$ cat config.mk
export PLATFORM = sky130hd
export DESIGN_NAME = seg_clock_mux
export DESIGN_NICKNAME = d
export VERILOG_FILES = /design/src/rtl/seg_clock_pkg.sv /design/src/rtl/seg7_decode.sv /design/src/rtl/seg_clock_mux.sv
export SDC_FILE = /design/constraint.sdc
export NUM_CORES = 1
export LEC_CHECK = 0
export ABC_AREA = 0
export CAP_MARGIN = 20
export CORE_ASPECT_RATIO = 0.5
export CORE_MARGIN = 5
export CORE_UTILIZATION = 30
export DETAILED_ROUTE_END_ITERATION = 10
export GPL_TIMING_DRIVEN = 0
export PLACE_DENSITY = 0.57
export SYNTH_ARGS = -nofsm -noshare
export SYNTH_HDL_FRONTEND = slang
export SYNTH_HIERARCHICAL = 1
export SYNTH_SLANG_ARGS = --single-unit
$ cat constraint.sdc
create_clock -name clk -period 6.14 [get_ports clk]
set_input_delay 0.921 -clock clk [delete_from_list [all_inputs] [get_ports clk]]
set_output_delay 0.921 -clock clk [all_outputs]
set_load 0.01 [all_outputs]
$ cat src/rtl/seg_clock_pkg.sv
// Shared constants for the segment clock: BCD field widths, 7-segment glyphs
// ({g,f,e,d,c,b,a}, active-high) and the 24h -> 12h hour helper.
package seg_clock_pkg;

  localparam int ONES_W  = 4;  // any ones digit 0..9
  localparam int MIN_T_W = 3;  // minute tens 0..5
  localparam int HR_T_W  = 2;  // hour tens 0..2

  localparam logic [6:0] GLYPH_0     = 7'h3F;
  localparam logic [6:0] GLYPH_1     = 7'h06;
  localparam logic [6:0] GLYPH_2     = 7'h5B;
  localparam logic [6:0] GLYPH_3     = 7'h4F;
  localparam logic [6:0] GLYPH_4     = 7'h66;
  localparam logic [6:0] GLYPH_5     = 7'h6D;
  localparam logic [6:0] GLYPH_6     = 7'h7D;
  localparam logic [6:0] GLYPH_7     = 7'h07;
  localparam logic [6:0] GLYPH_8     = 7'h7F;
  localparam logic [6:0] GLYPH_9     = 7'h6F;
  localparam logic [6:0] GLYPH_BLANK = 7'h00;

  // Binary hour 0..23 to the 12h face value 1..12 (midnight shows as 12)
  function automatic logic [4:0] hour_to_12h(input logic [4:0] hr_24);
    if (hr_24 == 5'd0) begin
      hour_to_12h = 5'd12;
    end else if (hr_24 > 5'd12) begin
      hour_to_12h = hr_24 - 5'd12;
    end else begin
      hour_to_12h = hr_24;
    end
  endfunction

endpackage

$ cat src/rtl/seg7_decode.sv
// One BCD digit plus blank flag to a 7-segment pattern.
module seg7_decode
  import seg_clock_pkg::*;
(
  input  logic [ONES_W-1:0] digit,
  input  logic              blank,
  output logic [6:0]        seg
);

  // Glyph lookup; blank or a non-decimal code shows nothing
  always_comb begin
    seg = GLYPH_BLANK;
    if (blank) begin
      seg = GLYPH_BLANK;
    end else begin
      case (digit)
        4'd0:    seg = GLYPH_0;
        4'd1:    seg = GLYPH_1;
        4'd2:    seg = GLYPH_2;
        4'd3:    seg = GLYPH_3;
        4'd4:    seg = GLYPH_4;
        4'd5:    seg = GLYPH_5;
        4'd6:    seg = GLYPH_6;
        4'd7:    seg = GLYPH_7;
        4'd8:    seg = GLYPH_8;
        4'd9:    seg = GLYPH_9;
        default: seg = GLYPH_BLANK;
      endcase
    end
  end

endmodule

$ cat src/rtl/seg_clock_mux.sv
// Multiplexed 7-segment clock: 2 Hz timebase, BCD HH:MM[:SS], digit scan,
// set buttons and a safe (display off) mode.
// Optional macro SEG_CLOCK_DEBOUNCE_EN adds a 2-flop synchroniser and a
// 2^MUX_LOG2-cycle debounce filter on btn_hh/btn_mm/btn_ss.
module seg_clock_mux
  import seg_clock_pkg::*;
#(
  parameter int CLK_HZ     = 32768,
  parameter int SHOW_SEC   = 0,
  parameter int MUX_LOG2   = 7,
  parameter int MODE_12H   = 0,
  parameter int FLASH_LOG2 = 6,
  localparam int NDIG      = 4 + 2 * SHOW_SEC
) (
  input  logic            clk,
  input  logic            rst_n,
  input  logic            btn_hh,
  input  logic            btn_mm,
  input  logic            btn_ss,
  input  logic            btn_safe_n,
  output logic [6:0]      seg,
  output logic [NDIG-1:0] dig_en,
  output logic            sec_led,
  output logic            pm
);

  localparam int PW = $clog2(CLK_HZ / 2);
  localparam logic [PW-1:0] PRESC_MAX = PW'(CLK_HZ / 2 - 1);

  logic btn_hh_s, btn_mm_s, btn_ss_s;

`ifdef SEG_CLOCK_DEBOUNCE_EN
  logic [2:0]          sync1_r, sync2_r, filt_r;
  logic [MUX_LOG2-1:0] db_cnt_r [3];

  // Synchronise each button, then accept a new level only after it held 2^MUX_LOG2 cycles
  always_ff @(posedge clk or negedge rst_n) begin
    if (!rst_n) begin
      sync1_r <= 3'b000;
      sync2_r <= 3'b000;
      filt_r  <= 3'b000;
      for (int i = 0; i < 3; i++) db_cnt_r[i] <= {MUX_LOG2{1'b0}};
    end else begin
      sync1_r <= {btn_ss, btn_mm, btn_hh};
      sync2_r <= sync1_r;
      for (int i = 0; i < 3; i++) begin
        if (sync2_r[i] == filt_r[i]) begin
          db_cnt_r[i] <= {MUX_LOG2{1'b0}};
        end else if (db_cnt_r[i] == {MUX_LOG2{1'b1}}) begin
          filt_r[i]   <= sync2_r[i];
          db_cnt_r[i] <= {MUX_LOG2{1'b0}};
        end else begin
          db_cnt_r[i] <= db_cnt_r[i] + MUX_LOG2'(1);
        end
      end
    end
  end

  assign {btn_ss_s, btn_mm_s, btn_hh_s} = filt_r;
`else
  assign btn_hh_s = btn_hh;
  assign btn_mm_s = btn_mm;
  assign btn_ss_s = btn_ss;
`endif

  logic [PW-1:0]         presc_r;
  logic [6:0]            hs_r;
  logic [ONES_W-1:0]     min_o_r, hr_o_r;
  logic [MIN_T_W-1:0]    min_t_r;
  logic [HR_T_W-1:0]     hr_t_r;
  logic [MUX_LOG2-1:0]   scan_cnt_r;
  logic [2:0]            idx_r;
  logic [6:0]            seg_r;
  logic [NDIG-1:0]       dig_en_r;
  logic                  sec_led_r, pm_r;

  logic half_tick_s, min_carry_s, inc_min_s, inc_hr_s, flash_on_s;

  // Timebase events; holding btn_ss suppresses the tick and therefore any carry
  always_comb begin
    half_tick_s = (presc_r == PRESC_MAX) && !btn_ss_s;
    min_carry_s = half_tick_s && (hs_r == 7'd119);
    inc_min_s   = half_tick_s && (btn_mm_s || min_carry_s);
    inc_hr_s    = half_tick_s && (btn_hh_s ||
                  (min_carry_s && min_t_r == 3'd5 && min_o_r == 4'd9));
    flash_on_s  = int'(presc_r) < (1 << FLASH_LOG2);
  end

  // Prescaler and half-second counter; btn_ss pins both at zero
  always_ff @(posedge clk or negedge rst_n) begin
    if (!rst_n) begin
      presc_r <= {PW{1'b0}};
      hs_r    <= 7'd0;
    end else if (btn_ss_s) begin
      presc_r <= {PW{1'b0}};
      hs_r    <= 7'd0;
    end else if (half_tick_s) begin
      presc_r <= {PW{1'b0}};
      hs_r    <= (hs_r == 7'd119) ? 7'd0 : hs_r + 7'd1;
    end else begin
      presc_r <= presc_r + PW'(1);
    end
  end

  // BCD minute/hour fields; button and carry on one tick still step once
  always_ff @(posedge clk or negedge rst_n) begin
    if (!rst_n) begin
      min_o_r <= 4'd0;
      min_t_r <= 3'd0;
      hr_o_r  <= 4'd0;
      hr_t_r  <= 2'd0;
    end else begin
      if (inc_min_s) begin
        if (min_o_r == 4'd9) begin
          min_o_r <= 4'd0;
          min_t_r <= (min_t_r == 3'd5) ? 3'd0 : min_t_r + 3'd1;
        end else begin
          min_o_r <= min_o_r + 4'd1;
        end
      end
      if (inc_hr_s) begin
        if (hr_t_r == 2'd2 && hr_o_r == 4'd3) begin
          hr_o_r <= 4'd0;
          hr_t_r <= 2'd0;
        end else if (hr_o_r == 4'd9) begin
          hr_o_r <= 4'd0;
          hr_t_r <= hr_t_r + 2'd1;
        end else begin
          hr_o_r <= hr_o_r + 4'd1;
        end
      end
    end
  end

  // Digit scan: dwell 2^MUX_LOG2 cycles per digit, index 0..NDIG-1
  always_ff @(posedge clk or negedge rst_n) begin
    if (!rst_n) begin
      scan_cnt_r <= {MUX_LOG2{1'b0}};
      idx_r      <= 3'd0;
    end else begin
      scan_cnt_r <= scan_cnt_r + MUX_LOG2'(1);
      if (scan_cnt_r == {MUX_LOG2{1'b1}}) begin
        idx_r <= (idx_r == 3'(NDIG - 1)) ? 3'd0 : idx_r + 3'd1;
      end
    end
  end

  logic [4:0]        hr_bin_s, hr_12_s;
  logic [HR_T_W-1:0] hr_t_disp_s;
  logic [ONES_W-1:0] hr_o_disp_s, digit_s;
  logic [5:0]        sec_bin_s;
  logic [2:0]        pos_s;
  logic              blank_s, pm_s;
  logic [6:0]        dec_seg_s;

  // Displayed hour digits (12h face when enabled) and the pm flag
  always_comb begin
    hr_bin_s = 5'(hr_t_r) * 5'd10 + 5'(hr_o_r);
    hr_12_s  = hour_to_12h(hr_bin_s);
    if (MODE_12H != 0) begin
      hr_t_disp_s = (hr_12_s >= 5'd10) ? 2'd1 : 2'd0;
      hr_o_disp_s = (hr_12_s >= 5'd10) ? 4'(hr_12_s - 5'd10) : 4'(hr_12_s);
    end else begin
      hr_t_disp_s = hr_t_r;
      hr_o_disp_s = hr_o_r;
    end
    pm_s = (MODE_12H != 0) && (hr_bin_s >= 5'd12);
  end

  // Pick the digit under the scan; 4-digit builds skip the two seconds positions
  always_comb begin
    pos_s     = idx_r + ((SHOW_SEC != 0) ? 3'd0 : 3'd2);
    sec_bin_s = hs_r[6:1];
    digit_s   = 4'd0;
    blank_s   = 1'b0;
    case (pos_s)
      3'd0: digit_s = 4'(sec_bin_s % 6'd10);
      3'd1: digit_s = 4'(sec_bin_s / 6'd10);
      3'd2: digit_s = min_o_r;
      3'd3: digit_s = 4'(min_t_r);
      3'd4: digit_s = hr_o_disp_s;
      3'd5: begin
        digit_s = 4'(hr_t_disp_s);
        blank_s = (hr_t_disp_s == 2'd0);
      end
      default: blank_s = 1'b1;
    endcase
  end

  seg7_decode u_dec (
    .digit (digit_s),
    .blank (blank_s),
    .seg   (dec_seg_s)
  );

  // Output registers; safe mode darkens the display and gates the tick LED
  always_ff @(posedge clk or negedge rst_n) begin
    if (!rst_n) begin
      seg_r     <= 7'd0;
      dig_en_r  <= {NDIG{1'b0}};
      sec_led_r <= 1'b0;
      pm_r      <= 1'b0;
    end else if (!btn_safe_n) begin
      seg_r     <= 7'd0;
      dig_en_r  <= {NDIG{1'b0}};
      sec_led_r <= hs_r[0] && flash_on_s;
      pm_r      <= pm_s;
    end else begin
      seg_r     <= dec_seg_s;
      dig_en_r  <= NDIG'(1) << idx_r;
      sec_led_r <= hs_r[0];
      pm_r      <= pm_s;
    end
  end

  assign seg     = seg_r;
  assign dig_en  = dig_en_r;
  assign sec_led = sec_led_r;
  assign pm      = pm_r;

endmodule

# [Yosys cells after proc, flatten, opt, wreduce, memory -nomap -nowiden]
# Memories as Yosys holds them, arrays and structs flattened.
# Index checks and enable logic that the tools add are counted.
[op_classes] muxes=18 eq_ne=14 shifts=1 reduce_logical=18 magnitude_cmp=1 n_mul=0 bitwise_logic=0 addsub=9 div=2
[op_table] cell="two-way mux 7 bit" count=5
[op_table] cell="two-way mux 14 bit" count=2
[op_table] cell="one-hot mux 4 bit (6 select lines)" count=1
[op_table] cell="two-way mux 4 bit" count=4
[op_table] cell="adder 14 x 1 -> 14 bit, second input constant" count=1
[op_table] cell="adder 7 x 1 -> 7 bit, second input constant" count=2
[op_table] cell="equality test 14 bit, second input constant" count=1
[op_table] cell="equality test 7 bit, second input constant" count=2
[op_table] cell="< comparator 14 x 7 -> 1 bit, second input constant" count=1
[op_table] cell="equality test 3 x 2 -> 1 bit, second input constant" count=3
[op_table] cell="equality test 3 bit, second input constant" count=3
[op_table] cell="adder 4 x 1 -> 4 bit, second input constant" count=2
[op_table] cell="equality test 4 bit, second input constant" count=2
[op_table] cell="logical AND 1 bit" count=8
[op_table] cell="adder 3 x 1 -> 3 bit, second input constant" count=2
[op_table] cell="divider 6 x 4 -> 6 bit, second input constant" count=1
[op_table] cell="remainder unit 6 x 4 -> 6 bit, second input constant" count=1
[op_table] cell="two-way mux 3 bit" count=2
[op_table] cell="OR reduction 5 bit" count=1
[op_table] cell="equality test 4 x 2 -> 1 bit, second input constant" count=1
[op_table] cell="two-way mux 2 bit" count=2
[op_table] cell="AND reduction 2 bit" count=2
[op_table] cell="nonzero test 2 bit" count=2
[op_table] cell="<< shifter 1 x 3 -> 4 bit, first input constant" count=1
[op_table] cell="10 further kinds" count=11
[word_totals] mem_bits_ro=112 input_bits=6 n_memories=1 reg_bits=56 mem_bits_rw=0 latch_bits=0
[memory_table] name="(name not given)" words=16 width=7 read_ports=1 rd_ports_with_merged_regs=0 wr=0 line_no="seg7_decode.sv:16" rtl="case (digit)"

# [Longest topological paths before layout]
[depth] word_depth=8 mapped_depth=15

# [Cells and area by module]
# The synthesis kept the hierarchy.
[by_module_without_submodules] module="seg_clock_mux" seq_area_each_um2=1401.3 cells_each=319 n_inst=1 area_each_um2=3111.7
[by_module_without_submodules] module="seg7_decode" seq_area_each_um2=0.0 cells_each=31 n_inst=1 area_each_um2=230.2

# [Least setup slack after synthesis]
# OpenSTA, ideal clock, no wires.
[synth_path] path_kind="register to register" from="reg hs_r[3]" to="reg seg_r[0] (netlist: seg[0])" arrival_time_ns=2.870 required_time_ns=6.074 path_stages_with_launch=16 path_buffers=2 slack_ns=3.204 setup_ns=0.066 cell_sequence="dfrtp_1 buf_2 nor2b_1 clkbuf_1 a21oi_1 o221a_2 ha_1 nand2b_1 a2bb2oi_1 nor2_1 o41ai_1 a21oi_1 or2_1 a21o_1 o31ai_1 and2_1"
[synth_via] elab_chain_len=5 word_cells_on_any_way=6
[synth_rtl] item="start: declaration" line_no="seg_clock_mux.sv:67" rtl="logic [6:0] hs_r;"
[synth_rtl] item="start signal: assignment" line_no="seg_clock_mux.sv:99" rtl="hs_r <= (hs_r == 7'd119) ? 7'd0 : hs_r + 7'd1;"
[synth_rtl] item="divider 6 x 4 -> 6 bit or remainder unit 6 x 4 -> 6 bit (tied branches)" line_no="seg_clock_mux.sv:178, seg_clock_mux.sv:177"
[synth_rtl] item="one-hot mux 4 bit (6 select lines) *" line_no="seg_clock_mux.sv:176" rtl="case (pos_s)"
[synth_rtl] item="via digit_s[2]" line_no="seg_clock_mux.sv:150" rtl="logic [ONES_W-1:0] hr_o_disp_s, digit_s;"
[synth_rtl] item="memory (16 x 7 bit) *"
[synth_rtl] item="two-way mux 7 bit *" line_no="seg7_decode.sv:13" rtl="if (blank) begin"
[synth_rtl] item="via dec_seg_s[0]" line_no="seg_clock_mux.sv:154" rtl="logic [6:0] dec_seg_s;"
[synth_rtl] item="two-way mux 7 bit *" line_no="seg_clock_mux.sv:203" rtl="end else if (!btn_safe_n) begin"
[synth_rtl] item="end signal: assignment" line_no="seg_clock_mux.sv:209" rtl="seg_r <= dec_seg_s;"
[synth_rtl] item="end: declaration" line_no="seg_clock_mux.sv:73" rtl="logic [6:0] seg_r;"
# The timed path passes the listed nets; every way through them passes the cells marked *.
# A chain may end at the register's enable or synchronous reset.

# [Worst setup path after layout]
[layout_path] from="reg hs_r[4]" to="reg seg_r[0] (netlist: seg[0])"
# Same word-level chain as after synthesis.

==> reports/qor.yml <==
clock_network:
  cts_num_sinks: 56
  clockBufferDepth: 2
  htreeDepth: 2
  root_buffer: "clkbuf_16"
  hold_buffers: 0
  cts_made_buffers: 5
  post-cts-setup-buffer-count: 0
  cts.repair.resized: 0
  worst_skew_pair.late_latency_ns: 0.30
  clk_pin_slew_ns: 0.07
  tritoncts: "yes"
final_layout:
  final_core_util: 0.3517
  regArea_sq_um: 1401
  nFillCells: 1126
  final_cell_area_sq_um: 3850
  layout.nets: 394
  fin_cells: 521
  multi_input_area_sq_um: 1810
  area_growth_syn_to_layout_pct: 15.20
  drive_gt1_frac: 0.09574
  antenna_cells: 0
floorplan:
  dieArea_sq_um: 13480
  start_util: 0.3053
  num_rows: 27
  die_w_um: 159.3
  die_y_um: 84.63
  pin_count: 19
  core_sq_um: 10950
synthesis:
  async_flop_share: 1.000
  yosysSeqAreaShare: 0.4193
  yosysWarnings: 6
  synth_ff_type: "dfrtp_1"
  ys_seq_elements: 56
  synthesis.nets: 369
  syn-cell-area_sq_um: 3342
  synth_most_common_cell: "dfrtp_1"
  ys_types: 62
  syn_inst: 350
  synth-edff-count: 0
  synth_top_area_cell: "dfrtp_1"
  postSynthAreaPerCell_sq_um: 9.548
  synth_top_area_share: 0.4193
  netlist_top_cells_count: "dfrtp_1 (56), nor2_1 (27), nand2_1 (24)"
  synth.area.top_cells: "dfrtp_1 (42%), ha_1 (4.9%), xnor2_1 (4.2%), a21oi_1 (3.1%), nor2_1 (3.0%)"
placement:
  dp_hpwl_mm: 5.020
  dpl_cell_area_sq_um: 3709
  dp_slack_ns: 2.768
  dp.cells: 513
  place_congestion: 0.8250
  port_buffers: 17
sta:
  min_period_over_period: 0.5639
  skew_ns: 0.007915
  hold_viol_final: 0
  final_max_slew_viol_count: 0
  timing.final.crit_period_ns: 3.462
  timing.slew.headroom: 0.4838
  holdWs_ns: 0.4576
  worst_slew_pin_slew_ns: 0.7662
  rsz0062_at_grt: "false"
  worst_slack_ns: 2.678
  tns_ns: 0
  report.final.setup_viol: 0
  fmax_mhz: 288.8
route:
  viasPerCell: 4.816
  wirelength_mm: 6.875
  wl_per_cell_um: 13.20
  drt-initial-drc-count: 141
  drc: 0
  vias: 2509
  ant_nets: 0
  dr.pass1.iters: 4
worst_setup_path:
  regToRegStartpoint: "hs_r[4]"
  arrival_ns: 3.69
  cp-end-kind: "register"
  cp-startpoint: "hs_r[4]"
  crit_fanout: 10
  start_kind: "register"
  crit_type: "register to register"
  worstPathRequired_ns: 6.37
run_status:
  status: "completed"
hold_path:
  hold_class: "register to register"
  hp-start: "presc_r[0]"
grt:
  grt_max_degree: 33
  track_usage: 0.1066
  grt_overflow_total: 0
  antenna_found_initial: 0
  grt_pass1_vias: 2399
  grt_pass1_wl_mm: 12.05
power_and_ir_drop:
  power.total_mw: 0.6969
  power_density_nw_per_um2: 181.0
  ir_worst_vdd_v: 0.00009358
  p_leak_nw: 1.622
run:
  cap_viol_max_count: 0
==> worst paths after layout <==
check	to	slack, ns	depth (start not counted)
max	seg[0]	2.68	14
min	presc_r[0]	0.46	1
min in group asynchronous	presc_r[9]	0.68	1
max reg2reg	seg[0]	2.68	14
max in group asynchronous	seg[3]	4.85	2
min reg2reg	presc_r[0]	0.46	1
==> final cells by class <==
type                            count  share of cell area
Multi-Input combinational cell    265              0.4703
Sequential cell                    56              0.3640
Timing Repair Buffer               18             0.04810
Tap cell                          145             0.04712
Clock buffer                        7             0.03445
Buffer                             16             0.02112
Inverter                           13             0.01267
Clock inverter                      1            0.002275
==> power by group <==
part           total, mW  switching, mW  internal, mW
clock              0.287          0.134         0.153
combinational     0.0333         0.0190        0.0143
sequential         0.377        0.00318         0.373
total              0.697          0.156         0.541
==> layout by cell type (no fill, tap or decap), drive strengths merged, types with 3 or more instances in the layout <==
cell type / netlist / final
dfrtp: 56 / 56
nor2: 27 / 27
nand2: 24 / 24
a21oi: 21 / 21
clkbuf: 11 / 18
nand3: 17 / 17
xnor2: 16 / 16
clkdlybuf4s50: 0 / 16
and2: 15 / 15
o21ai: 14 / 14
inv: 13 / 13
ha: 13 / 13
nor2b: 11 / 11
mux2: 9 / 9
xor2: 8 / 8
nand2b: 8 / 8
nand4: 8 / 8
buf: 5 / 7
and3: 6 / 6
a31oi: 6 / 6
or3: 6 / 6
nor3: 5 / 5
or2: 5 / 5
o211ai: 4 / 4
o22ai: 4 / 4
o31ai: 4 / 4
nor4: 4 / 4
a22oi: 3 / 3
==> registers in the layout, summed over array words and instances, names as in the netlist <==
register     flops
dig_en           4
hr_o_disp_s      4
hr_t_disp_s      2
hs_r             7
idx_r            3
min_o_r          4
min_t_r          3
presc_r         14
scan_cnt_r       7
sec_led          1
seg              7
==> layer usage <==
metal / up-vias / GRT usage / wire, um
met5: - / 0 / 0
met4: 0 / 0.03406 / 91
met3: 6 / 0.02648 / 242
met2: 27 / 0.1590 / 2958
met1: 1179 / 0.1517 / 3583
li1: 1297 / - / -
==> logic make-up (layout without fill, tap and decap cells) <==
group | after synthesis | count (layout) | share of synthesized area
adder cells (fa/ha/maj) | 13 | 13 | 0.04867
other | 1 | 1 | 0.001122
AO/OA/AOI/OAI | 72 | 72 | 0.1434
flip-flops | 56 | 56 | 0.4193
buffers and inverters | 29 | 55 | 0.03894
AND/OR/NAND/NOR | 144 | 144 | 0.2482
multiplexers | 11 | 11 | 0.03744
XOR/XNOR | 24 | 24 | 0.06290
==> critical path, cell delays in order, from the launching register on <==
cell       delay [ns]
dfrtp_1          0.35
clkbuf_1         0.32
clkbuf_1         0.42
a21oi_1          0.12
o221a_2          0.26
ha_1             0.34
nand2b_1         0.07
a2bb2oi_1        0.12
nor2_1           0.06
o41ai_1          0.35
a21oi_1          0.27
or2_1            0.32
a21o_1           0.18
o31ai_1          0.06
and2_1           0.15
No activity file was read; power rests on OpenSTA's default activity.
